==> config.mk <==
export PLATFORM = sky130hd
export DESIGN_NAME = regfile_wb_arbiter
export DESIGN_NICKNAME = d
export VERILOG_FILES = /design/src/rtl/regfile_wb_arbiter.sv
export SDC_FILE = /design/constraint.sdc
export NUM_CORES = 1
export LEC_CHECK = 0
export ABC_AREA = 1
export ABC_CLOCK_PERIOD_IN_PS = 1800
export BUFFER_PORTS_ARGS = -buffer_cell sky130_fd_sc_hd__buf_2
export CAP_MARGIN = 5
export CORE_MARGIN = 5
export CORE_UTILIZATION = 31
export DETAILED_ROUTE_END_ITERATION = 16
export SLEW_MARGIN = 0
export SYNTH_ARGS = -nofsm -noshare
export SYNTH_HDL_FRONTEND = slang
export SYNTH_SLANG_ARGS = --single-unit
==> constraint.sdc <==
create_clock -name clk -period 1.8 [get_ports clk]
set_input_delay 0.36 -clock clk [delete_from_list [all_inputs] [get_ports clk]]
set_output_delay 0.36 -clock clk [all_outputs]
set_load 0.05 [all_outputs]
==> src/rtl/regfile_wb_arbiter.sv <==
// Writeback arbiter for the register file write port.
// Two sources (EXU, LSU) each feed a one-entry holding buffer. A round-robin
// grant moves one buffer per cycle into a registered write port. A
// combinational hazard query reports source registers with a write in flight.

// One-entry writeback holding buffer with a valid/ready handshake.
// A granted entry leaves at the edge. A handshake in the same cycle refills
// the buffer at that same edge. Requests that target x0 complete the
// handshake but are never stored.
module regfile_wb_slot #(
  parameter int unsigned DATA_W = 32,
  parameter int unsigned ADDR_W = 5
) (
  input  logic              i_clk,
  input  logic              i_rst_n,
  input  logic              i_valid,
  output logic              o_ready,
  input  logic [ADDR_W-1:0] i_rd,
  input  logic [DATA_W-1:0] i_data,
  input  logic              i_grant,
  output logic              o_v,
  output logic [ADDR_W-1:0] o_rd,
  output logic [DATA_W-1:0] o_data
);

  logic              r_v;
  logic [ADDR_W-1:0] r_rd;
  logic [DATA_W-1:0] r_data;
  logic              w_hs;
  logic              w_load;

  // Ready comes only from registered state and the grant, never from i_valid.
  always_comb begin
    o_ready = !r_v || i_grant;
    w_hs    = i_valid && o_ready;
    w_load  = w_hs && (i_rd != '0);
  end

  // Buffer occupancy: a load has priority over a drain, so grant and load in
  // the same cycle leave the buffer full with the new request.
  always_ff @(posedge i_clk or negedge i_rst_n) begin
    if (!i_rst_n) begin
      r_v    <= 1'b0;
      r_rd   <= '0;
      r_data <= '0;
    end else if (w_load) begin
      r_v    <= 1'b1;
      r_rd   <= i_rd;
      r_data <= i_data;
    end else if (i_grant) begin
      r_v    <= 1'b0;
    end
  end

  assign o_v    = r_v;
  assign o_rd   = r_rd;
  assign o_data = r_data;

endmodule

module regfile_wb_arbiter #(
  parameter int unsigned DATA_W = 32,
  parameter int unsigned ADDR_W = 5
) (
  input  logic              clk,
  input  logic              rst,
  input  logic              exu_valid,
  output logic              exu_ready,
  input  logic [ADDR_W-1:0] exu_rd,
  input  logic [DATA_W-1:0] exu_data,
  input  logic              lsu_valid,
  output logic              lsu_ready,
  input  logic [ADDR_W-1:0] lsu_rd,
  input  logic [DATA_W-1:0] lsu_data,
  output logic              reg_wen,
  output logic [ADDR_W-1:0] rd,
  output logic [DATA_W-1:0] reg_in,
  input  logic [ADDR_W-1:0] rs1,
  input  logic [ADDR_W-1:0] rs2,
  output logic              hit1,
  output logic              hit2,
  output logic              idle
);

  typedef enum logic {
    SRC_EXU = 1'b0,
    SRC_LSU = 1'b1
  } src_e;

  src_e              r_last;
  logic              r_wen;
  logic [ADDR_W-1:0] r_rd;
  logic [DATA_W-1:0] r_data;

  logic              w_exu_v;
  logic [ADDR_W-1:0] w_exu_rd;
  logic [DATA_W-1:0] w_exu_data;
  logic              w_lsu_v;
  logic [ADDR_W-1:0] w_lsu_rd;
  logic [DATA_W-1:0] w_lsu_data;
  logic              w_gnt_exu;
  logic              w_gnt_lsu;

  regfile_wb_slot #(
    .DATA_W (DATA_W),
    .ADDR_W (ADDR_W)
  ) u_exu_slot (
    .i_clk   (clk),
    .i_rst_n (rst),
    .i_valid (exu_valid),
    .o_ready (exu_ready),
    .i_rd    (exu_rd),
    .i_data  (exu_data),
    .i_grant (w_gnt_exu),
    .o_v     (w_exu_v),
    .o_rd    (w_exu_rd),
    .o_data  (w_exu_data)
  );

  regfile_wb_slot #(
    .DATA_W (DATA_W),
    .ADDR_W (ADDR_W)
  ) u_lsu_slot (
    .i_clk   (clk),
    .i_rst_n (rst),
    .i_valid (lsu_valid),
    .o_ready (lsu_ready),
    .i_rd    (lsu_rd),
    .i_data  (lsu_data),
    .i_grant (w_gnt_lsu),
    .o_v     (w_lsu_v),
    .o_rd    (w_lsu_rd),
    .o_data  (w_lsu_data)
  );

  // Round-robin grant: a lone valid buffer wins, otherwise the source not
  // granted most recently wins.
  always_comb begin
    w_gnt_exu = w_exu_v && (!w_lsu_v || (r_last == SRC_LSU));
    w_gnt_lsu = w_lsu_v && (!w_exu_v || (r_last == SRC_EXU));
  end

  // Remember the most recent grant for the next contention.
  always_ff @(posedge clk or negedge rst) begin
    if (!rst) begin
      r_last <= SRC_LSU;
    end else if (w_gnt_exu) begin
      r_last <= SRC_EXU;
    end else if (w_gnt_lsu) begin
      r_last <= SRC_LSU;
    end
  end

  // Registered write port. Index and data hold while no write is issued.
  always_ff @(posedge clk or negedge rst) begin
    if (!rst) begin
      r_wen  <= 1'b0;
      r_rd   <= '0;
      r_data <= '0;
    end else if (w_gnt_exu) begin
      r_wen  <= 1'b1;
      r_rd   <= w_exu_rd;
      r_data <= w_exu_data;
    end else if (w_gnt_lsu) begin
      r_wen  <= 1'b1;
      r_rd   <= w_lsu_rd;
      r_data <= w_lsu_data;
    end else begin
      r_wen  <= 1'b0;
    end
  end

  assign reg_wen = r_wen;
  assign rd      = r_rd;
  assign reg_in  = r_data;

  // Hazard query: a source register is pending from buffer load through the
  // cycle its write is presented to the register file. x0 is never pending.
  always_comb begin
    hit1 = (rs1 != '0) &&
           ((w_exu_v && (w_exu_rd == rs1)) ||
            (w_lsu_v && (w_lsu_rd == rs1)) ||
            (r_wen   && (r_rd     == rs1)));
    hit2 = (rs2 != '0) &&
           ((w_exu_v && (w_exu_rd == rs2)) ||
            (w_lsu_v && (w_lsu_rd == rs2)) ||
            (r_wen   && (r_rd     == rs2)));
    idle = !w_exu_v && !w_lsu_v && !r_wen;
  end

endmodule

==> results.txt <==
The run finished, with violations left. The final reports fail on setup timing. Placer congestion estimate: 0.8808. The number of iterations in the first detailed-routing pass was 5; the arrival time at the worst endpoint was 1590 ps. After global routing the overflow that remains totals 0.

The floorplan step defined a core boundary enclosing 0.01802 mm². Global routing used 15.16% of the available tracks. The clock latency on the worst-skew pair was 410 ps; the post-detailed-routing wire length was 15,770 µm. The number of nets with antenna violations after detailed routing is 0.

The run gives 21 as the post-synthesis cell type count. The run gives 0.7536 mV as the worst IR drop on VDD. The signal on the critical path passes through buf_6 > nand2_2 > nand2_2 > nor2_2 > nand3_1 > nand3_1 > nand2_1 > inv_1 > buf_6.

The run gives 0.006615 mm² as the post-place instance area. The worst setup path category is flip-flop to output pin. A synthesized cell averages 8.449 µm². The least setup slack across all paths after layout came out at -149.7 ps. The total nets after synthesis came out at 763. Pin placement for this block handled 131 I/O pins. The tools report the number of vias after detailed routing as 4,895. STA classifies the critical path startpoint as a flip-flop.

At the pin with the least slew margin, the transition time is 426.4 ps. The shortest period the worst path allows works out to 1950 ps. Yosys printed 0 warnings. In the synthesized netlist the async set-or-reset flop fraction comes to 100.0%.

The first global-routing pass estimated 25,910 µm of wire. The clock transition at the registers of the reported paths was 50 ps; the number of CTS-inserted buffers was 17. The maximum number of pins on one net before global-route repair came out at 40. The most frequently used flop master after synthesis is dfrtp_1.

The final clock period utilization by the worst path was 108.3%. The most common library cell in the layout ignoring fill and taps was nand2_1. Class of the tightest hold or removal check: input port to flip-flop. The synthesis-to-finish area growth came out at 29.53%. After detailed routing, the number of remaining DRC violations is 0. The number of buffers and inverters on the critical path is 3. Sequential elements use 50.48% of the synthesized area. The initial antenna violation count is 0. The initialized floorplan defines 49 standard-cell rows. The run gives 675 as the count of mapped cells out of synthesis. The tools report the total count of max-transition violations in the final report as 0.

Of all nets on the critical path, the largest fanout is 4. The post-route netlist has 36.97% of its cells at a drive strength greater than 1. The net count reported at finish was 908.

For this configuration, the core starts out at a cell density of 31.64%. Leakage power summed over all cells: 3.910 nW. Using the TritonRoute via totals, the vias-per-cell ratio works out to 4.609. The initial DRC count came out at 314. The per-cell routed wire length is 14.85 µm. On the critical path the largest part of the delay comes from flip-flops. The library cells used most frequently in the layout, excluding fill and tap cells, are 148 x nand2_1, 124 x buf_2, 113 x nand3_1. The number of input and output port buffers inserted works out to 130. The die covers 0.02121 mm².

Remaining max-slew budget at the tightest pin: 71.57%. Once layout is complete, the utilization of the core stands at 40.98%. The tools report the cell area after synthesis as 0.005703 mm².

The tools report the peak clock frequency supported by timing as 512.9 MHz. Setup repair after global routing could not meet its margin everywhere. In this run, synthesis produced a sequential element count of 115. The element type at the critical path end was an output pin. The die is 145.6 µm wide.

The H-tree was split into 4 levels. Data on the critical path is required at its endpoint by 1440 ps. Setup violations remaining at the end of the flow were counted as 2.

The summed area of non-filler cells in the final layout is 0.007387 mm², and the setup total negative slack is -287.4 ps. The tools report the number of global-route vias before repair as 4,869. For this design the ratio of total power to cell area is 1742 mW/mm². The delay of the slowest cell on the worst path was 420 ps; the worst-case clock buffer depth was 2. Clock net sink count: 115. Total inserted antenna cells: 0. Among all stages on the critical path, the largest delay is contributed by dfrtp_1. The CTS root buffer is clkbuf_16.

TritonCTS built the clock tree. The worst clock skew on the final layout came out at 7.680 ps. The HPWL after detailed placement is 11,190 µm. Measured along the y axis, the die boundary spans 145.6 µm.

Across the run, the number of max-cap violations was 0. The number of flops mapped to enable cells by yosys was 0; the number of hold violations in the final report was 0.
state kept, by name, summed over array words and instances, names as in the netlist:
register and count:
u_lsu_slot.o_rd 5, u_lsu_slot.o_data 32, u_lsu_slot.o_v 1, reg_wen 1, u_exu_slot.o_rd 5, u_exu_slot.o_data 32, r_last 1, reg_in 32
u_exu_slot.o_v 1, rd 5
final timing paths:
path                                       start                     to  slack [ps]  depth (start not counted)
min in group asynchronous                    rst  u_lsu_slot.o_data[25]         390                          2
hold / removal                      exu_data[12]  u_exu_slot.o_data[12]         180                          3
hold reg to reg            u_lsu_slot.o_data[16]  u_lsu_slot.o_data[16]         490                          2
setup / recovery              u_lsu_slot.o_rd[4]                   hit1        -150                          9
max in group asynchronous                    rst                 r_last         840                          3
setup reg to reg                  u_exu_slot.o_v   u_exu_slot.o_data[6]         350                          6
layer usage:
layer / routed length, µm / vias to the layer above / GRT usage, %
li1: - / 2420 / -
met3: 1053 / 18 / 4.516
met1: 7089 / 2305 / 20.05
met2: 7398 / 152 / 24.17
met5: 0 / - / 0
met4: 225 / 0 / 4.384
cell usage after synthesis (2+ instances only):
library cell / count / area share [%]
buf_12: 3 / 1.1
buf_2: 10 / 0.88
buf_4: 5 / 0.66
buf_6: 5 / 0.99
buf_8: 5 / 1.3
clkbuf_1: 6 / 0.39
dfrtp_1: 114 / 50
inv_1: 100 / 6.6
inv_2: 2 / 0.13
nand2_1: 153 / 10
nand2_2: 42 / 4.6
nand3_1: 115 / 10
nand3_2: 4 / 0.70
nor2_1: 25 / 1.6
nor3_1: 4 / 0.35
o21ai_0: 11 / 0.97
o21ai_1: 24 / 2.1
o21ai_2: 40 / 6.1
o221ai_1: 5 / 0.77
final cells by class:
type | count | area, µm²
flip-flops and latches | 115 | 2889
clock inverters | 9 | 126.4
repair buffers | 160 | 1020
inverters | 103 | 386.6
multi-input cells | 423 | 2191
fillers | 1856 | 10640
clock buffers | 23 | 488.0
well taps | 229 | 286.5
worst reg2reg max path: cells and delay by family, from the launching register on:
family	cells	cell delay (ps)
AO/OA/AOI/OAI	1	80
flip-flops	1	420
buffers and inverters	2	370
AND/OR/NAND/NOR	3	510
cell families after synthesis:
group,after synthesis,share of synthesized area [%]
AND/OR/NAND/NOR,343,27.47
buffers and inverters,137,12.07
flip-flops,115,50.48
AO/OA/AOI/OAI,80,9.983
what timing repair did:
item,in CTS,in global routing
endpoints found under the setup margin,5,4
pin swaps,9,11
endpoints found under the hold margin,15,0
setup buffers,6,3
gates resized for setup,21,18
hold buffers,1,0
cloned,0,0
power by group:
| group | internal, W | switching, W |
|---|---|---|
| Combinational | 0.00155 | 0.00367 |
| Clock | 0.00232 | 0.00117 |
| Sequential | 0.00350 | 0.000666 |
metrics by stage:
stage	total power, W	worst slack (ps)	hold slack (ps)	instances
floorplan	0.007799	4.967	64.41	675
global placement	0.009232	118.7	270.8	1020
detailed placement	0.009258	132.4	273.8	1020
CTS	0.01295	-149.9	155.3	1059
global route	0.01366	-274.5	159.8	1062
finish	0.01287	-149.7	177.0	1062
No activity file was read; power rests on OpenSTA's default activity.
